File: config.mk
export PLATFORM = sky130hd
export DESIGN_NAME = apb_ucpd_bmc_tx
export DESIGN_NICKNAME = d
export VERILOG_FILES = /design/src/rtl/apb_ucpd_bmc_tx.sv
export SDC_FILE = /design/constraint.sdc
export NUM_CORES = 1
export LEC_CHECK = 0
export ABC_AREA = 1
export ABC_CLOCK_PERIOD_IN_PS = 2250
export CAP_MARGIN = 20
export CORE_MARGIN = 2
export CORE_UTILIZATION = 30
export DETAILED_ROUTE_END_ITERATION = 10
export PLACE_DENSITY_LB_ADDON = 0.12
export SYNTH_ARGS = -nofsm -noshare
export SYNTH_HDL_FRONTEND = slang
export SYNTH_SLANG_ARGS = --single-unit
File: constraint.sdc
create_clock -name ic_clk -period 2.25 [get_ports ic_clk]
set_input_delay 0.3375 -clock ic_clk [delete_from_list [all_inputs] [get_ports ic_clk]]
set_output_delay 0.3375 -clock ic_clk [all_outputs]
set_load 0.05 [all_outputs]
File: src/rtl/apb_ucpd_bmc_tx.sv
// rtl/apb_ucpd_bmc_tx.sv - USB-PD BMC transmitter: preamble, SOP, 4b5b payload, EOP, tail
// A byte holding register feeds a 10-bit shift register; one line edge per half-bit tick.
module apb_ucpd_bmc_tx #(
  parameter int PRE_BITS = 64
) (
  input  logic        ic_clk,
  input  logic        ic_rst,
  input  logic        hbit_tick,
  input  logic        start,
  input  logic        abort,
  input  logic [19:0] sop_ordset,
  input  logic [7:0]  byte_data,
  input  logic        byte_vld,
  input  logic        byte_last,
  output logic        byte_rdy,
  output logic        cc_out,
  output logic        cc_oen,
  output logic        busy,
  output logic        done,
  output logic        underrun
);

  typedef enum logic [2:0] {IDLE, PRE, SOP, DATA, EOP, TAIL} state_t;

  localparam logic [9:0] EOP_SHIFT = 10'h00D;
  localparam logic [6:0] PRE_LAST  = 7'(PRE_BITS - 1);

  function automatic logic [4:0] enc4b5b(input logic [3:0] nib);
    case (nib)
      4'h0: return 5'h1E;
      4'h1: return 5'h09;
      4'h2: return 5'h14;
      4'h3: return 5'h15;
      4'h4: return 5'h0A;
      4'h5: return 5'h0B;
      4'h6: return 5'h0E;
      4'h7: return 5'h0F;
      4'h8: return 5'h12;
      4'h9: return 5'h13;
      4'hA: return 5'h16;
      4'hB: return 5'h17;
      4'hC: return 5'h1A;
      4'hD: return 5'h1B;
      4'hE: return 5'h1C;
      default: return 5'h1D;
    endcase
  endfunction

  state_t      state_q;
  logic        out_q, oen_q, busy_q, rdy_q, done_q, und_q;
  logic        ph_q, und_seen_q, cur_last_q;
  logic [6:0]  bit_q;
  logic [2:0]  sym_q;
  logic [19:0] sop_q;
  logic [9:0]  sh_q;
  logic [7:0]  hold_q;
  logic        hold_full_q, hold_last_q, last_seen_q;

  logic tick, start_acc, take, bit_end, end_tail, copy_due, do_copy, cur_bit;
  logic busy_d, hold_full_d, last_seen_d, rdy_d;

  // An accepted start leaves the state in IDLE with busy set; the next tick opens the preamble.
  always_comb begin
    tick      = hbit_tick && busy_q && !abort;
    start_acc = start && !busy_q && !abort;
    take      = byte_vld && rdy_q && !abort;
    bit_end   = tick && ph_q && (state_q inside {PRE, SOP, DATA, EOP});
    end_tail  = tick && ph_q && (state_q == TAIL);
    copy_due  = bit_end && (bit_q == 7'd4) &&
                ((state_q == SOP && sym_q == 3'd3) ||
                 (state_q == DATA && sym_q == 3'd1 && !cur_last_q));
    do_copy   = copy_due && hold_full_q;

    cur_bit = 1'b0;
    case (state_q)
      PRE:       cur_bit = bit_q[0];
      SOP:       cur_bit = sop_q[0];
      DATA, EOP: cur_bit = sh_q[0];
      default:   cur_bit = 1'b0;
    endcase

    busy_d = busy_q;
    if (end_tail)  busy_d = 1'b0;
    if (start_acc) busy_d = 1'b1;
    if (abort)     busy_d = 1'b0;

    hold_full_d = hold_full_q;
    if (do_copy)            hold_full_d = 1'b0;
    if (take)               hold_full_d = 1'b1;
    if (start_acc || abort) hold_full_d = 1'b0;

    last_seen_d = last_seen_q | (take & byte_last);
    if (start_acc || abort) last_seen_d = 1'b0;

    rdy_d = busy_d && !hold_full_d && !last_seen_d;
  end

  always_ff @(posedge ic_clk or posedge ic_rst) begin
    if (ic_rst) begin
      state_q <= IDLE;  out_q <= 1'b0;  oen_q <= 1'b1;  busy_q <= 1'b0;
      rdy_q <= 1'b0;    done_q <= 1'b0; und_q <= 1'b0;  ph_q <= 1'b0;
      und_seen_q <= 1'b0; cur_last_q <= 1'b0; bit_q <= '0; sym_q <= '0;
      sop_q <= '0; sh_q <= '0; hold_q <= '0;
      hold_full_q <= 1'b0; hold_last_q <= 1'b0; last_seen_q <= 1'b0;
    end else begin
      busy_q      <= busy_d;
      hold_full_q <= hold_full_d;
      last_seen_q <= last_seen_d;
      rdy_q       <= rdy_d;
      done_q      <= 1'b0;
      und_q       <= 1'b0;
      if (take) begin
        hold_q      <= byte_data;
        hold_last_q <= byte_last;
      end
      if (abort) begin
        state_q <= IDLE;
        out_q   <= 1'b0;
        oen_q   <= 1'b1;
        ph_q    <= 1'b0;
      end else if (start_acc) begin
        sop_q      <= sop_ordset;
        ph_q       <= 1'b0;
        bit_q      <= '0;
        sym_q      <= '0;
        und_seen_q <= 1'b0;
        cur_last_q <= 1'b0;
      end else if (tick) begin
        case (state_q)
          IDLE: begin
            state_q <= PRE;
            out_q   <= 1'b1;
            oen_q   <= 1'b0;
            ph_q    <= 1'b1;
            bit_q   <= '0;
          end
          TAIL: begin
            if (!ph_q) begin
              out_q <= 1'b0;
              ph_q  <= 1'b1;
            end else begin
              oen_q   <= 1'b1;
              done_q  <= !und_seen_q;
              state_q <= IDLE;
              ph_q    <= 1'b0;
            end
          end
          default: begin
            if (!ph_q) begin
              out_q <= !out_q;
              ph_q  <= 1'b1;
            end else begin
              if (cur_bit) out_q <= !out_q;
              ph_q  <= 1'b0;
              bit_q <= bit_q + 7'd1;
              case (state_q)
                PRE: if (bit_q == PRE_LAST) begin
                  state_q <= SOP;
                  bit_q   <= '0;
                  sym_q   <= '0;
                end
                SOP: begin
                  sop_q <= {1'b0, sop_q[19:1]};
                  if (bit_q == 7'd4) begin
                    bit_q <= '0;
                    sym_q <= sym_q + 3'd1;
                    if (sym_q == 3'd3) begin
                      sym_q <= '0;
                      if (hold_full_q) begin
                        state_q    <= DATA;
                        sh_q       <= {enc4b5b(hold_q[7:4]), enc4b5b(hold_q[3:0])};
                        cur_last_q <= hold_last_q;
                      end else begin
                        state_q    <= TAIL;
                        und_q      <= 1'b1;
                        und_seen_q <= 1'b1;
                      end
                    end
                  end
                end
                DATA: begin
                  sh_q <= {1'b0, sh_q[9:1]};
                  if (bit_q == 7'd4) begin
                    bit_q <= '0;
                    sym_q <= sym_q + 3'd1;
                    if (sym_q == 3'd1) begin
                      sym_q <= '0;
                      if (cur_last_q) begin
                        state_q <= EOP;
                        sh_q    <= EOP_SHIFT;
                      end else if (hold_full_q) begin
                        sh_q       <= {enc4b5b(hold_q[7:4]), enc4b5b(hold_q[3:0])};
                        cur_last_q <= hold_last_q;
                      end else begin
                        state_q    <= TAIL;
                        und_q      <= 1'b1;
                        und_seen_q <= 1'b1;
                      end
                    end
                  end
                end
                EOP: begin
                  sh_q <= {1'b0, sh_q[9:1]};
                  if (bit_q == 7'd4) state_q <= TAIL;
                end
                default: ;
              endcase
            end
          end
        endcase
      end
    end
  end

  assign byte_rdy = rdy_q;
  assign cc_out   = out_q;
  assign cc_oen   = oen_q;
  assign busy     = busy_q;
  assign done     = done_q;
  assign underrun = und_q;

endmodule

==> results of run 1 <==
## metal layers
metal / wire length (um) / GRT usage [%] / vias up
met5: 0 / 0 / -
met4: 130 / 5.85 / 0
met3: 383 / 4.27 / 8
met2: 3840 / 22.7 / 74
met1: 4590 / 21.8 / 1504
li1: - / - / 1663
## placed cells by master (no fill, tap or decap), types with 2 or more instances in the layout
cell,instances
sky130_fd_sc_hd__a21oi_1,19
sky130_fd_sc_hd__a22oi_1,3
sky130_fd_sc_hd__buf_4,10
sky130_fd_sc_hd__clkbuf_16,9
sky130_fd_sc_hd__clkdlybuf4s50_1,40
sky130_fd_sc_hd__clkinvlp_4,3
sky130_fd_sc_hd__dfrtp_1,62
sky130_fd_sc_hd__ha_1,7
sky130_fd_sc_hd__inv_1,47
sky130_fd_sc_hd__inv_2,10
sky130_fd_sc_hd__nand2_1,147
sky130_fd_sc_hd__nand2_2,3
sky130_fd_sc_hd__nand3_1,46
sky130_fd_sc_hd__nand3_2,3
sky130_fd_sc_hd__nand3b_1,3
sky130_fd_sc_hd__nand4_1,5
sky130_fd_sc_hd__nor2_1,47
sky130_fd_sc_hd__nor2_2,5
sky130_fd_sc_hd__nor2_4,2
sky130_fd_sc_hd__nor3_1,3
sky130_fd_sc_hd__o211ai_1,8
sky130_fd_sc_hd__o21ai_0,30
sky130_fd_sc_hd__o21ai_1,6
sky130_fd_sc_hd__o221ai_1,3
sky130_fd_sc_hd__o22ai_1,4
sky130_fd_sc_hd__xnor2_1,2
## cell families (layout without fill, tap and decap cells)
logic type | after synthesis | count (layout) | synth area share, %
AND/OR/NAND/NOR | 264 | 264 | 32.2
AO/OA/AOI/OAI | 75 | 75 | 12.1
buffers and inverters | 66 | 124 | 7.42
flip-flops | 63 | 63 | 45.0
adder cells (fa/ha/maj) | 7 | 7 | 2.50
XOR/XNOR | 3 | 3 | 0.749
## report_power, final
group          leakage (uW)  internal, uW  switching [uW]
Clock              0.000138           885             522
Sequential         0.000817          1390             218
Combinational       0.00114           466             888
## registers in the layout (all words and copies together) (netlist names), 3 cells and up
signal   flops
sh_q        10
hold_q       8
bit_q        7
sop_q       20
state_q      3
sym_q        3
## through the flow
step / instances / hold slack [ns]
2_1_floorplan: 478 / 0.402
3_3_place_gp: 663 / 0.425
3_5_place_dp: 663 / 0.418
4_1_cts: 679 / 0.208
5_1_grt: 679 / 0.217
6_report: 679 / 0.211
## worst min-delay path by stage
stage                    start        end  depth (start not counted)
floorplan           und_seen_q       done                          1
global placement    und_seen_q       done                          1
detailed placement  und_seen_q       done                          1
CTS                     ic_rst  hold_q[5]                          2
global route            ic_rst  hold_q[7]                          2
finish                  ic_rst  hold_q[6]                          2
## synth_stat cells, drive strengths merged (4+ instances only)
cell type	instances	share of area, %
a21oi	19	2.7
buf	6	1.0
dfrtp	62	44
ha	7	2.5
inv	57	6.1
nand2	150	16
nand3	49	7.4
nand4	5	0.89
nor2	54	6.6
o211ai	8	1.7
o21ai	36	5.1
o22ai	4	0.71
## area by class of cell
type                            instances  area, sq um
Fill cell                            1228         6980
Timing Repair Buffer                   51          495
Inverter                               57          214
Multi-Input combinational cell        349         1670
Clock buffer                           11          243
Tap cell                              143          179
Clock inverter                          5         57.6
Sequential cell                        63         1580
==> qor.yml, run 1 <==
wl_per_cell_um: 13.2
period_needed_ns: 2.00
numPortBuffers: 40
worst_setup_slack_after_placement_ns: 0.0152
last_weighted_congestion_value_of_the_routability_driven_placer: 0.857
final.setup_skew_ns: 0.00837
cts.root.buffer_cell: "sky130_fd_sc_hd__clkbuf_16"
global_route.overflow_total: 0
fp-row-count: 39
io_pins: 41
status: "finished clean"
initial_util_pct: 30.7
worst_path_largest_cell_delay_ns: 0.79
netlist_instances: 478
cts-hold-fix-buffers: 0
finalSetupViolations: 0
ys.warnings.count: 0
wire_length_of_the_first_global_routing_pass_um: 15500
maxCapViolations: 0
clock_tree.htree_level_count: 3
hold_path_class: "in2async"
critPathMaxFanout: 2
r2r-end: "sh_q[1]"
postPlaceCellArea_sq_um: 4140
maxSlewHeadroom_pct: 49.0
final_nets: 573
finalHoldViolCount: 0
setup_repair_after_global_routing_missed_its_margin: "false"
cpLargestDelayFamily: "buffers and inverters"
async_set_or_reset_register_ratio_after_synthesis_pct: 100
dr.first_iter.drc_count: 164
mappedNetlistArea_sq_um: 3510
drtPass1Iterations: 5
antenna_cells: 0
synth.net_count: 520
final_area_sq_um: 4440
crit_chain: "clkdlybuf4s50_1"
tritoncts.num_buffers: 9
antenna_violating_nets_post_route: 0
fin_total_pwr_uw: 4370
grt_max_degree: 41
criticalPathCategory: "reg2out"
dieHeight_um: 112
max_frequency_mhz: 501
clock_latency_ns: 0.35
reg2reg_setup_slack_ns: 0.31
powerDensity_nw_per_um2: 985
critPathLaunch: "cc_oen"
critical_path_required_ns: 1.91
num_clock_sinks: 63
timing.reg2reg.worst_path_depth: 11
worstPathBufferInverterCount: 1
static-leakage-power_uw: 0.00209
antenna_found_initial: 0
finalWirelength_um: 8950
timing.critical_path.from_type: "flop"
endpoint: "cc_oen"
syn-mean-instance-area_sq_um: 7.34
area_of_the_die_sq_um: 12600
final.setup.tns_ns: 0
arrival_ns: 1.66
critical_path.endpoint_type: "output port"
drcViolationCount: 0
overall_global_routing_resource_usage_pct: 15.5
vias: 3249
worst_pin_slew_ns: 0.763
post_cts.repair.setup_buffers: 0
final_util_pct: 38.8
die_w_um: 112
vdd_ir_drop_max_uv: 522
number_of_global_route_vias_before_repair: 3248
r2r_start: "bit_q[1]"
seq_area_frac_synth_pct: 45.0
dominant_register_cell_in_the_synthesized_netlist: "sky130_fd_sc_hd__dfrtp_1"
viasPerCell: 4.78
slowest_stage: "sky130_fd_sc_hd__clkdlybuf4s50_1"
clkTransAtPathRegs_ns: 0.06
place_hpwl_um: 6720
final_critical_path_setup_slack_ns: 0.253
timing_max_transition_violations_final: 0
synth.distinct_cells: 29
synth-edff-count: 0
core_region_area_sq_um: 11400
tritoncts: "yes"
drive_gt1_share_pct: 9.33
syn2layout_area_growth_pct: 26.5
clockBufferDepth: 2
cp.depth: 1
post_cts_resized: 0
seq_cells_post_synth: 63
period_share_pct: 88.7
Power figures use the tool's default switching activity.
==> run 2: changes to the inputs <==
--- a/config.mk
+++ b/config.mk
@@ -9,3 +9,2 @@
 export ABC_CLOCK_PERIOD_IN_PS = 2250
-export CAP_MARGIN = 20
 export CORE_MARGIN = 2
--- a/constraint.sdc
+++ b/constraint.sdc
@@ -3,2 +3,2 @@
 set_output_delay 0.3375 -clock ic_clk [all_outputs]
-set_load 0.05 [all_outputs]
+set_load 0.1 [all_outputs]
==> qor.yml, run 2 (synthesis results as in run 1) <==
largest_registers: "sop_q x20, sh_q x10, hold_q x8"
dieHeight_um: 112  # unchanged
wl_per_cell_um: 13.3  # +0.60%
number_of_global_route_vias_before_repair: 3164  # -2.6%
setup_repair_after_global_routing_missed_its_margin: "false"
clkTransAtPathRegs_ns: 0.06  # about the same
final_nets: 572  # -0.17%
drcViolationCount: 0  # unchanged
fin_total_pwr_uw: 4420  # +1.1%
finalHoldViolCount: 0  # unchanged
final_cells: 678  # -0.15%
static-leakage-power_uw: 0.00210  # +0.21%
finalSetupViolations: 0  # unchanged
drtPass1Iterations: 4  # -1
max_frequency_mhz: 522  # +4.2%
layout_common_cells: "147 x sky130_fd_sc_hd__nand2_1, 62 x sky130_fd_sc_hd__dfrtp_1, 47 x sky130_fd_sc_hd__inv_1, 47 x sky130_fd_sc_hd__nor2_1, 46 x sky130_fd_sc_hd__nand3_1"
die_w_um: 112  # unchanged
global_route.overflow_total: 0  # unchanged
numPlacedInstances: 662  # -0.15%
flip_flop_count_of_the_largest_register_after_layout: 20  # unchanged
cts.root.buffer_cell: "sky130_fd_sc_hd__clkbuf_16"
hold_path_class: "in2async"
viasPerCell: 4.84  # +1.2%
worst_setup_slack_after_placement_ns: 0.00943  # -0.00578 ns
vdd_ir_drop_max_uv: 481  # -7.9%
layout_commonest_cell: "sky130_fd_sc_hd__nand2_1"
tritoncts.num_buffers: 9  # unchanged
final_critical_path_setup_slack_ns: 0.333  # +0.0797 ns
area_of_the_die_sq_um: 12600  # unchanged
final.setup.tns_ns: 0  # unchanged
critical_path_required_ns: 2.47  # +0.56 ns
critPathMaxFanout: 5  # +3
timing_max_transition_violations_final: 0  # unchanged
dr.first_iter.drc_count: 245  # +49%
initial_util_pct: 30.7  # unchanged
grt_max_degree: 41  # unchanged
antenna_found_initial: 0  # unchanged
numPortBuffers: 40  # unchanged
post_cts.repair.setup_buffers: 0  # unchanged
maxCapViolations: 0  # unchanged
arrival_ns: 2.14  # +0.48 ns
criticalPathCategory: "reg2reg"
timing.critical_path.from_type: "flop"
period_needed_ns: 1.92  # -0.0797 ns
final.setup_skew_ns: 0.00664  # -0.00173 ns
last_weighted_congestion_value_of_the_routability_driven_placer: 0.872  # +1.8%
status: "finished clean"
io_pins: 41  # unchanged
cts-hold-fix-buffers: 0  # unchanged
antenna_violating_nets_post_route: 0  # unchanged
clock_tree.htree_level_count: 3  # unchanged
critical_path.endpoint_type: "flop"
syn2layout_area_growth_pct: 25.8
antenna_cells: 0  # unchanged
fp-row-count: 39  # unchanged
vias: 3282  # +1.0%
overall_global_routing_resource_usage_pct: 15.6  # +0.14 points
regMostFlops: "sop_q"
wire_length_of_the_first_global_routing_pass_um: 15600  # +0.58%
drive_gt1_share_pct: 10.3  # +0.95 points
clockBufferDepth: 2  # unchanged
num_clock_sinks: 63  # unchanged
post_cts_resized: 0  # unchanged
clock_latency_ns: 0.33  # -0.02 ns
powerDensity_nw_per_um2: 1000  # +1.7%
place_hpwl_um: 6800  # +1.2%
finalWirelength_um: 8990  # +0.45%
worst_pin_slew_ns: 0.751  # -0.0118 ns
period_share_pct: 85.2  # -3.5 points
core_region_area_sq_um: 11400  # unchanged
tritoncts: "yes"
maxSlewHeadroom_pct: 49.8  # +0.79 points
==> run 2: cell types whose count changed in the layout (fill, tap and decap cells not counted) <==
cell                              delta
sky130_fd_sc_hd__buf_4               +5
sky130_fd_sc_hd__clkdlybuf4s50_1     -6
==> run 2: worst paths after layout <==
kind                            cells past startpoint        end  startpoint  slack, ns
worst max register to register                     11    sh_q[1]    bit_q[1]       0.33
min in group ic_clk                                 1       done  und_seen_q       0.43
worst min-delay path                                2  hold_q[4]      ic_rst       0.22
worst min register to register                      1       done  und_seen_q       0.43
worst max-delay path                               11    sh_q[1]    bit_q[1]       0.33
max in group asynchronous                           3     cc_oen      ic_rst       1.50
==> run 2: cell type report <==
cell class,count,area [sq um]
fillers,1226,7010
multi-input cells,349,1670
well taps,143,179
clock buffers,11,243
repair buffers,50,473
clock inverters,5,57.6
inverters,57,214
flip-flops and latches,63,1580
==> run 2: critical path: stages, from the launching register on <==
cell                      delay (ns)
sky130_fd_sc_hd__dfrtp_1        0.39
sky130_fd_sc_hd__inv_1          0.08
sky130_fd_sc_hd__ha_1           0.16
sky130_fd_sc_hd__nand3_1        0.08
sky130_fd_sc_hd__nor2_1         0.32
sky130_fd_sc_hd__nand3_1        0.26
sky130_fd_sc_hd__nand2_1        0.11
sky130_fd_sc_hd__nand2_1        0.15
sky130_fd_sc_hd__nand2_1        0.10
sky130_fd_sc_hd__nand2_1        0.05
sky130_fd_sc_hd__nand2_1        0.06
sky130_fd_sc_hd__nand2_1        0.04
==> run 2: metal layers <==
| layer | GRT usage [%] | vias to the layer above | routed length [um] |
|---|---|---|---|
| met5 | 0 | - | 0 |
| met4 | 5.37 | 0 | 97 |
| met3 | 4.16 | 4 | 406 |
| met2 | 22.3 | 75 | 3950 |
| met1 | 22.7 | 1542 | 4540 |
| li1 | - | 1661 | - |
==> run 2: metrics by stage <==
stage | hold slack, ns | utilization, % | cell area (sq um)
2_1_floorplan | 0.402 | - | 3510
3_3_place_gp | 0.430 | 36.0 | 4110
3_5_place_dp | 0.431 | 36.0 | 4110
4_1_cts | 0.209 | 38.6 | 4410
5_1_grt | 0.222 | 38.6 | 4410
6_report | 0.218 | 38.6 | 4410
==> run 2: where the power goes <==
group | switching [uW] | total [uW] | leakage [uW] | internal [uW]
clock | 514 | 1400 | 0.000138 | 885
sequential | 214 | 1600 | 0.000817 | 1390
combinational | 957 | 1410 | 0.00114 | 458
total | 1690 | 4420 | 0.00210 | 2730
